### config.mk
export PLATFORM = sky130hd
export DESIGN_NAME = tty_tx_arb_flat
export DESIGN_NICKNAME = d
export VERILOG_FILES = /design/src/rtl/tty_tx_arb_if.sv /design/src/rtl/tty_tx_arb.sv /design/src/flat_wrapper.sv
export SDC_FILE = /design/constraint.sdc
export NUM_CORES = 1
export LEC_CHECK = 0
export CELL_PAD_IN_SITES_DETAIL_PLACEMENT = 1
export CELL_PAD_IN_SITES_GLOBAL_PLACEMENT = 2
export CORE_MARGIN = 1
export CORE_UTILIZATION = 28
export CTS_CLUSTER_DIAMETER = 100
export CTS_CLUSTER_SIZE = 28
export DETAILED_ROUTE_END_ITERATION = 8
export PLACE_DENSITY = 0.89
export REMOVE_ABC_BUFFERS = 1
export SYNTH_ARGS = -nofsm -noshare
export SYNTH_HDL_FRONTEND = slang
export SYNTH_SLANG_ARGS = --single-unit
### constraint.sdc
create_clock -name clk -period 2.4 [get_ports clk]
set_input_delay 0.36 -clock clk [delete_from_list [all_inputs] [get_ports clk]]
set_output_delay 0.36 -clock clk [all_outputs]
set_load 0.005 [all_outputs]
### src/rtl/tty_tx_arb_if.sv
// Bundle of the requester byte streams and the tty_tx handshake shared by the
// arbiter (slave side) and the byte sources / transmitter (master side).
`timescale 1ns/1ps
interface tty_tx_arb_if #(
  parameter int N = 4
);
  logic [N-1:0]   req_valid;
  logic [8*N-1:0] req_data;
  logic [N-1:0]   req_last;
  logic [N-1:0]   req_ready;
  logic           tx_valid;
  logic [7:0]     tx_data;
  logic           tx_ready;
  logic [N-1:0]   gnt;
  logic           timeout;

  modport master (
    output req_valid, req_data, req_last, tx_ready,
    input  req_ready, tx_valid, tx_data, gnt, timeout
  );

  modport slave (
    input  req_valid, req_data, req_last, tx_ready,
    output req_ready, tx_valid, tx_data, gnt, timeout
  );
endinterface

### src/rtl/tty_tx_arb.sv
// Round-robin, packet-locked arbiter in front of a single tty_tx transmitter.
// A one-byte holding register feeds the transmitter so owners may drop valid at
// will; an idle counter reclaims the grant from an owner that stalls mid-packet.
`timescale 1ns/1ps
module tty_tx_arb #(
  parameter int N       = 4,
  parameter int TIMEOUT = 4096,
  parameter int TO_W    = 16
) (
  input  logic        clk,
  input  logic        rstb,
  tty_tx_arb_if.slave bus
);
  localparam int IW = (N > 1) ? $clog2(N) : 1;

  typedef enum logic {IDLE = 1'b0, LOCK = 1'b1} state_t;

  state_t          state_q, state_d;
  logic [IW-1:0]   owner_q, owner_d;
  logic [IW-1:0]   ptr_q, ptr_d;
  logic [IW-1:0]   pick;
  logic            pick_vld;
  logic [7:0]      hold_q, hold_d;
  logic            full_q, full_d;
  logic [TO_W-1:0] cnt_q, cnt_d;
  logic            to_q, to_d;
  logic            xfer;
  logic [N-1:0]    own_mask;
  int              j;

  // Next round-robin start: the requester after the one just released.
  function automatic logic [IW-1:0] wrap_inc(input logic [IW-1:0] i);
    if (int'(i) == N - 1) return '0;
    return IW'(int'(i) + 1);
  endfunction

  function automatic logic [N-1:0] onehot(input logic [IW-1:0] i);
    logic [N-1:0] m;
    m    = '0;
    m[i] = 1'b1;
    return m;
  endfunction

  // Pick the first requesting index starting at ptr and wrapping; scanning
  // from the far end lets the closest requester overwrite the others.
  always_comb begin
    pick     = ptr_q;
    pick_vld = 1'b0;
    j        = 0;
    for (int k = N - 1; k >= 0; k--) begin
      j = int'(ptr_q) + k;
      if (j >= N) j = j - N;
      if (bus.req_valid[j]) begin
        pick     = IW'(j);
        pick_vld = 1'b1;
      end
    end
  end

  // State register: FSM state plus grant bookkeeping, holding byte and idle counter.
  always_ff @(posedge clk or negedge rstb) begin
    if (!rstb) begin
      state_q <= IDLE;
      owner_q <= '0;
      ptr_q   <= '0;
      hold_q  <= 8'h00;
      full_q  <= 1'b0;
      cnt_q   <= '0;
      to_q    <= 1'b0;
    end else begin
      state_q <= state_d;
      owner_q <= owner_d;
      ptr_q   <= ptr_d;
      hold_q  <= hold_d;
      full_q  <= full_d;
      cnt_q   <= cnt_d;
      to_q    <= to_d;
    end
  end

  // Next-state logic: grant in IDLE, byte capture / packet end / timeout in LOCK.
  // The holding register drains on tx_ready in either state, so a released
  // owner's last byte still goes out while the next owner is being granted.
  always_comb begin
    state_d = state_q;
    owner_d = owner_q;
    ptr_d   = ptr_q;
    hold_d  = hold_q;
    full_d  = full_q;
    cnt_d   = cnt_q;
    to_d    = 1'b0;
    xfer    = (state_q == LOCK) && bus.req_valid[owner_q] && (!full_q || bus.tx_ready);

    if (xfer) begin
      hold_d = bus.req_data[8*owner_q +: 8];
      full_d = 1'b1;
    end else if (full_q && bus.tx_ready) begin
      full_d = 1'b0;
    end

    case (state_q)
      IDLE: begin
        if (pick_vld) begin
          state_d = LOCK;
          owner_d = pick;
          cnt_d   = '0;
        end
      end
      LOCK: begin
        if (xfer) begin
          cnt_d = '0;
          if (bus.req_last[owner_q]) begin
            state_d = IDLE;
            ptr_d   = wrap_inc(owner_q);
          end
        end else if (!full_q && !bus.req_valid[owner_q]) begin
          if (cnt_q == TO_W'(TIMEOUT - 1)) begin
            state_d = IDLE;
            ptr_d   = wrap_inc(owner_q);
            cnt_d   = '0;
            to_d    = 1'b1;
          end else begin
            cnt_d = cnt_q + 1'b1;
          end
        end else begin
          cnt_d = '0;
        end
      end
      default: state_d = IDLE;
    endcase
  end

  // Outputs: tx_valid is masked during tx_ready because tty_tx samples valid
  // in its ready cycle; leaving it high there would resend the old byte.
  always_comb begin
    own_mask      = onehot(owner_q);
    bus.gnt       = (state_q == LOCK) ? own_mask : '0;
    bus.req_ready = ((state_q == LOCK) && (!full_q || bus.tx_ready)) ? own_mask : '0;
    bus.tx_valid  = full_q && !bus.tx_ready;
    bus.tx_data   = hold_q;
    bus.timeout   = to_q;
  end
endmodule

### src/flat_wrapper.sv
// flat-port wrapper written by rule: the top's interface ports become plain ports
module tty_tx_arb_flat 
#(
  parameter int N       = 4,
  parameter int TIMEOUT = 4096,
  parameter int TO_W    = 16
)
  (clk, rstb, bus_req_valid, bus_req_data, bus_req_last, bus_tx_ready, bus_req_ready, bus_tx_valid, bus_tx_data, bus_gnt, bus_timeout);
  tty_tx_arb_if #(.N(N)) bus_i ();
  input  logic clk;
  input  logic rstb;
  input wire logic [$bits(bus_i.req_valid)-1:0] bus_req_valid;
  input wire logic [$bits(bus_i.req_data)-1:0] bus_req_data;
  input wire logic [$bits(bus_i.req_last)-1:0] bus_req_last;
  input wire logic [$bits(bus_i.tx_ready)-1:0] bus_tx_ready;
  output wire logic [$bits(bus_i.req_ready)-1:0] bus_req_ready;
  output wire logic [$bits(bus_i.tx_valid)-1:0] bus_tx_valid;
  output wire logic [$bits(bus_i.tx_data)-1:0] bus_tx_data;
  output wire logic [$bits(bus_i.gnt)-1:0] bus_gnt;
  output wire logic [$bits(bus_i.timeout)-1:0] bus_timeout;
  assign bus_i.req_valid = bus_req_valid;
  assign bus_i.req_data = bus_req_data;
  assign bus_i.req_last = bus_req_last;
  assign bus_i.tx_ready = bus_tx_ready;
  assign bus_req_ready = bus_i.req_ready;
  assign bus_tx_valid = bus_i.tx_valid;
  assign bus_tx_data = bus_i.tx_data;
  assign bus_gnt = bus_i.gnt;
  assign bus_timeout = bus_i.timeout;
  tty_tx_arb #(.N(N), .TIMEOUT(TIMEOUT), .TO_W(TO_W)) u_core (.clk(clk), .rstb(rstb), .bus(bus_i));
endmodule
# Yosys cells after proc, flatten, opt, wreduce, memory -nomap -nowiden
# Cells that the tools add are included.
word_totals:
  out_inout_bits: 18
  word_cells: 112
  regBits: 31
  inputBits: 43
classes:
  n_eq_ne: 4
  bitwise_logic: 1
  mux: 64
  add_sub_neg: 9
  reduce_logical: 16
  shift: 1
  order_cmp: 10
op_table:
  columns: ["cell", "n"]
  rows:
  - ["32-bit by 4-bit < comparator with 1-bit output, second input constant", 4]
  - ["32-bit 2-to-1 mux", 4]
  - ["32-bit by 4-bit greater-or-equal comparator with 1-bit output, second input constant", 3]
  - ["32-bit by 4-bit subtractor with 32-bit output, second input constant", 3]
  - ["16-bit 2-to-1 mux", 4]
  - ["1-bit 2-to-1 mux", 34]
  - ["16-bit case mux with 2 select lines", 1]
  - ["32-bit by 6-bit indexed part select with 8-bit output", 1]
  - ["2-bit 2-to-1 mux", 11]
  - ["16-bit by 1-bit adder with 16-bit output, second input constant", 1]
  - ["16-bit by 12-bit == test with 1-bit output, second input constant", 1]
  - ["1-bit binary-select mux with 2-bit select", 6]
  - ["4-bit 2-to-1 mux", 2]
  - ["1-bit logical AND", 7]
  - ["2-bit by 2-bit adder with 3-bit output, second input constant", 2]
  - ["2-bit nonzero test", 3]
  - ["4-bit AND reduction", 1]
  - ["2-bit by 3-bit subtractor with 4-bit output, second input constant", 1]
  - ["2-bit by 1-bit adder with 3-bit output, second input constant", 1]
  - ["2-bit by 3-bit greater-or-equal comparator with 1-bit output, second input constant", 1]
  - ["1-bit logical NOT", 3]
  - ["2-bit by 3-bit < comparator with 1-bit output, second input constant", 1]
  - ["2-bit by 1-bit adder with 2-bit output, second input constant", 1]
  - ["1-bit demux with 2-bit select", 1]
  - ["other kinds (8)", 8]

# Logic depth before layout (Yosys ltp)
logic_depth:
  depth_word: 12
  depth_mapped: 5
  ltp_nobuf: 5

# Worst setup path after synthesis
# OpenSTA, ideal clock, no wires.
synth_timing:
  path_type: "register -> register"
  from: "reg u_core.owner_q[1]"
  to: "reg u_core.cnt_q[11]"
  path_buffers: 1
  synth_period_minus_slack_ps: 1956
  stages_incl_launch_ff: 6
  setup_slack_ps: 444
  t_arrival_ps: 1870
  t_required_ps: 2314
  path_cell_list: "dfrtp_1 -> mux4_2 -> or2_1 -> buf_6 -> or4_4 -> o221ai_2"
synth_between:
  elab_chain_cells: 7
  elab_cells_between_ends: 9
synth_lines:
  columns: ["element", "line_no", "text"]
  rows:
  - ["from (decl)", "tty_tx_arb.sv:19", "logic [IW-1:0] owner_q, owner_d;"]
  - ["from (signal assigned)", "tty_tx_arb.sv:72", "owner_q <= owner_d;"]
  - ["1-bit binary-select mux with 2-bit select *", "tty_tx_arb.sv:92, tty_tx_arb.sv:116", null]
  - ["1-bit 2-to-1 mux (implied by the code) *", "tty_tx_arb.sv:92, tty_tx_arb.sv:116", null]
  - ["1-bit logical NOT", "tty_tx_arb.sv:116", "end else if (!full_q && !bus.req_valid[owner_q]) begin"]
  - ["1-bit logical AND", "tty_tx_arb.sv:116", null]
  - ["16-bit 2-to-1 mux", "tty_tx_arb.sv:116", null]
  - ["16-bit 2-to-1 mux *", "tty_tx_arb.sv:110", "if (xfer) begin"]
  - ["16-bit case mux with 2 select lines *", "tty_tx_arb.sv:101", "case (state_q)"]
  - ["to (signal assigned)", "tty_tx_arb.sv:76", "cnt_q <= cnt_d;"]
  - ["to (decl)", "tty_tx_arb.sv:25", "logic [TO_W-1:0] cnt_q, cnt_d;"]
# Every way passes the cells marked *; elsewhere a longest branch is shown, timed or not. The select of a mux whose other input is x is not followed.
# A chain may end at the register's enable or synchronous reset.

# Worst setup path in the final report
layout_timing:
  from: "reg u_core.owner_q[0]"
  to: "out bus_req_ready[2]"
layout_between:
  elab_chain_cells: 5
  elab_cells_between_ends: 6
layout_lines:
  columns: ["element", "line_no", "text"]
  rows:
  - ["2-bit by 3-bit < comparator with 1-bit output (implied by the code) / 2-bit by 1-bit greater-or-equal comparator with 1-bit output (equally long branches)", "tty_tx_arb.sv:40", "m[i] = 1'b1;"]
  - ["1-bit logical AND (implied by the code)", "tty_tx_arb.sv:40", null]
  - ["1-bit 2-to-1 mux (implied by the code)", "tty_tx_arb.sv:40", null]
  - ["1-bit demux with 2-bit select *", null, null]
  - ["4-bit 2-to-1 mux *", "tty_tx_arb.sv:138", "bus.req_ready = ((state_q == LOCK) && (!full_q || bus.tx_ready)) ? own_mask : '0;"]
  - ["to (decl)", "flat_wrapper.sv:16", "output wire logic [$bits(bus_i.req_ready)-1:0] bus_req_ready;"]
# Every way passes the cells marked *; elsewhere a longest branch is shown, timed or not.

==> run metrics <==
Die ar. 7330 µm²; final hold violation count 0; total CTS buffers 5; Synth Cell Area 1960 µm²; actual slew at the worst max-slew pin 0.582 ns; fin crit period 2.27 ns; share of cells above drive strength 1 18.0%; Post-CTS Setup Inserts 0; max-cap check violation count 0; P_leak 1.13 nW; synth top area cells dfrtp_1 40%, mux4_2 12%, mux2_2 6.3%; Req. time, crit path 2.04 ns; flops & latches, synth 31; Skew-Pair Late Insertion Delay 0.28 ns; PwrDens 888 nW/µm²; Antenna Diode Count 0; Crit-path slowest cell dfrtp_1; Ports 61; internal power 1.69 mW; I/O Buffers 60; f_max 441 MHz; Crit path top cell by count and2_1; Mapped Avg Cell Area 10.4 µm²; initial antenna violation count 0; first-pass GRT wire length 10200 µm; RePlAce Congestion 0.787; GRT Overall Usage 17.6%; Peak VDD IR 0.000268 V; clock power share 18.2%; Mapped Cells 189; Finished Cell Area 2860 µm²; Cell variety after synth 44; Layout Nets 314; EDFF count, synth 0; clock-pin slew on the worst setup and hold paths 0.07 ns; RSZ-0062 raised after global routing no; final setup fails 0; Ys Warns 0; setup ws final 0.133 ns; Initial Util 29.0%; crit path cell chain inv_1 -> ha_1 -> and2_1 -> and2_1 -> clkdlybuf4s50_1; Area growth syn-to-layout 46.3%; via count 1884; WP buf/inv 2; Arrival @ worst endpoint 1.91 ns; routed wire length 6080 µm; grt ovf 0; Routed Antenna Nets 0; Seq/Total Area, Yosys 39.6%; top cell family by delay on the critical path buffers and inverters; CTS sink count 31; vias in the first global route 2013; Worst path max stage delay 0.54 ns; hold slack 0.481 ns; Sw Share 33.6%; share of the synthesized area in the top cell type 39.6%; die width 85.6 µm; clk buf depth 2; Reg2Reg Setup Slack 0.36 ns; post-cts sizing count 0; # hold bufs at CTS 0; DR WL/cell 17.5 µm; final period utilization 94.5%; hpwl dp 4690 µm; Reg power frac 31.2%; Synth Flop Type dfrtp_1; 1st-iter DRT viols 123; HP Class in2async; Comb pwr share 50.7%; largest net degree at the start of global routing 32; Sw Pwr 0.854 mW; clk_skew 0.0110 ns; run status finished clean; DRC violations left 0; Slew Viols, Final 0; Setup crit start kind flip-flop; Yosys top cell by area dfrtp_1; worst slack at placement -0.0351 ns; Placement Cell Area 2760 µm²; FP Rows 30; kind of critical path reg2out; CP Capture Type output pin; DR pass1 iterations 4; Vias/cell 5.43; maximum fanout along the worst path 8; Worst R2R Path Depth 4; ys async rst share 100%; Die Span Y 85.6 µm; worst relative slew slack 61.0%; H-tree depth 2; clock root buffer clkbuf_8; CTS tree done; Stages on worst setup path 5; Core Region 6760 µm²
flip-flops by register name (all words and copies together), names as in the netlist:
signal,count
u_core.cnt_q,16
u_core.owner_q,2
u_core.bus.tx_data,8
u_core.ptr_q,2
u_core.state_q,1
u_core.bus.timeout,1
u_core.full_q,1
cell families after synthesis:
family | synth area share (%)
multiplexers | 17.8
flip-flops | 39.6
AND/OR/NAND/NOR | 21.7
AO/OA/AOI/OAI | 13.9
buffers and inverters | 3.71
adder cells (fa/ha/maj) | 3.19
cells in the mapped netlist, types with 3 or more instances:
| cell | count |
|---|---|
| a21oi_1 | 7 |
| a31oi_1 | 3 |
| and2_1 | 8 |
| and4_1 | 3 |
| clkbuf_1 | 3 |
| dfrtp_1 | 31 |
| ha_1 | 5 |
| inv_1 | 11 |
| mux2_2 | 11 |
| mux4_2 | 10 |
| nand2_1 | 13 |
| nand2b_1 | 3 |
| nand3_1 | 11 |
| nand4_1 | 5 |
| nor2_1 | 4 |
| nor3_1 | 6 |
| nor4_1 | 6 |
| o211ai_1 | 3 |
| o21ai_0 | 7 |
| o22ai_1 | 4 |
| or3_1 | 4 |
| or4_1 | 3 |
worst register-to-register path, stage by stage (launching register included):
cell     delay [ns]
dfrtp_1        0.54
mux4_2         0.56
and4_1         0.24
a31oi_1        0.23
mux2_2         0.37
per-layer routing:
| metal | track usage [%] | share of wire (%) | vias up |
|---|---|---|---|
| li1 | - | - | 890 |
| met1 | 22.1 | 43 | 952 |
| met2 | 31.8 | 53 | 34 |
| met3 | 2.69 | 2.8 | 8 |
| met4 | 3.94 | 1.0 | 0 |
| met5 | 0 | 0 | - |
cell usage in the layout (no fill, tap or decap), types with 6 or more instances in the layout:
cell type,count
a21oi_1,7
nor4_1,6
dfrtp_1,31
o21ai_0,7
nand3_1,11
and2_1,8
nand2_1,13
mux2_2,11
buf_4,15
nor3_1,6
mux4_2,10
clkdlybuf4s50_1,60
clkbuf_8,7
inv_1,11
stage by stage:
stage | power [mW] | std cells | TNS (ns) | utilization [%]
4_1_cts | 2.58 | 347 | 0 | 42.4
3_5_place_dp | 2.11 | 339 | -0.135 | 40.9
5_1_grt | 2.70 | 347 | 0 | 42.4
2_1_floorplan | 1.43 | 183 | 0 | -
6_report | 2.54 | 347 | 0 | 42.4
3_3_place_gp | 2.07 | 339 | 0 | 40.9
power groups by stage:
stage	combinational (mW)	sequential [mW]	clock, mW
after CTS	1.31	0.794	0.473
final	1.29	0.793	0.462
after detailed placement	1.31	0.803	0
after floorplan	0.608	0.817	0
after global placement	1.28	0.792	0
after global routing	1.39	0.814	0.496
area by class of cell:
cell class              instances  area (µm²)
multi-input cells             141        1110
clock buffers                   7        96.3
repair buffers                 76         733
flip-flops and latches         31         776
well taps                      80         100
clock inverters                 1        7.51
fillers                       776        3890
inverters                      11        41.3
worst paths after layout:
kind	start	to
min in group clk	u_core.bus.tx_data[1]	u_core.bus.tx_data[1]
worst min-delay path	rstb	u_core.cnt_q[3]
worst max-delay path	u_core.owner_q[0]	bus_req_ready[2]
max in group asynchronous	rstb	u_core.cnt_q[11]
worst min register to register	u_core.bus.tx_data[1]	u_core.bus.tx_data[1]
worst max register to register	u_core.owner_q[0]	u_core.ptr_q[1]
No activity file was read; power rests on OpenSTA's default activity.
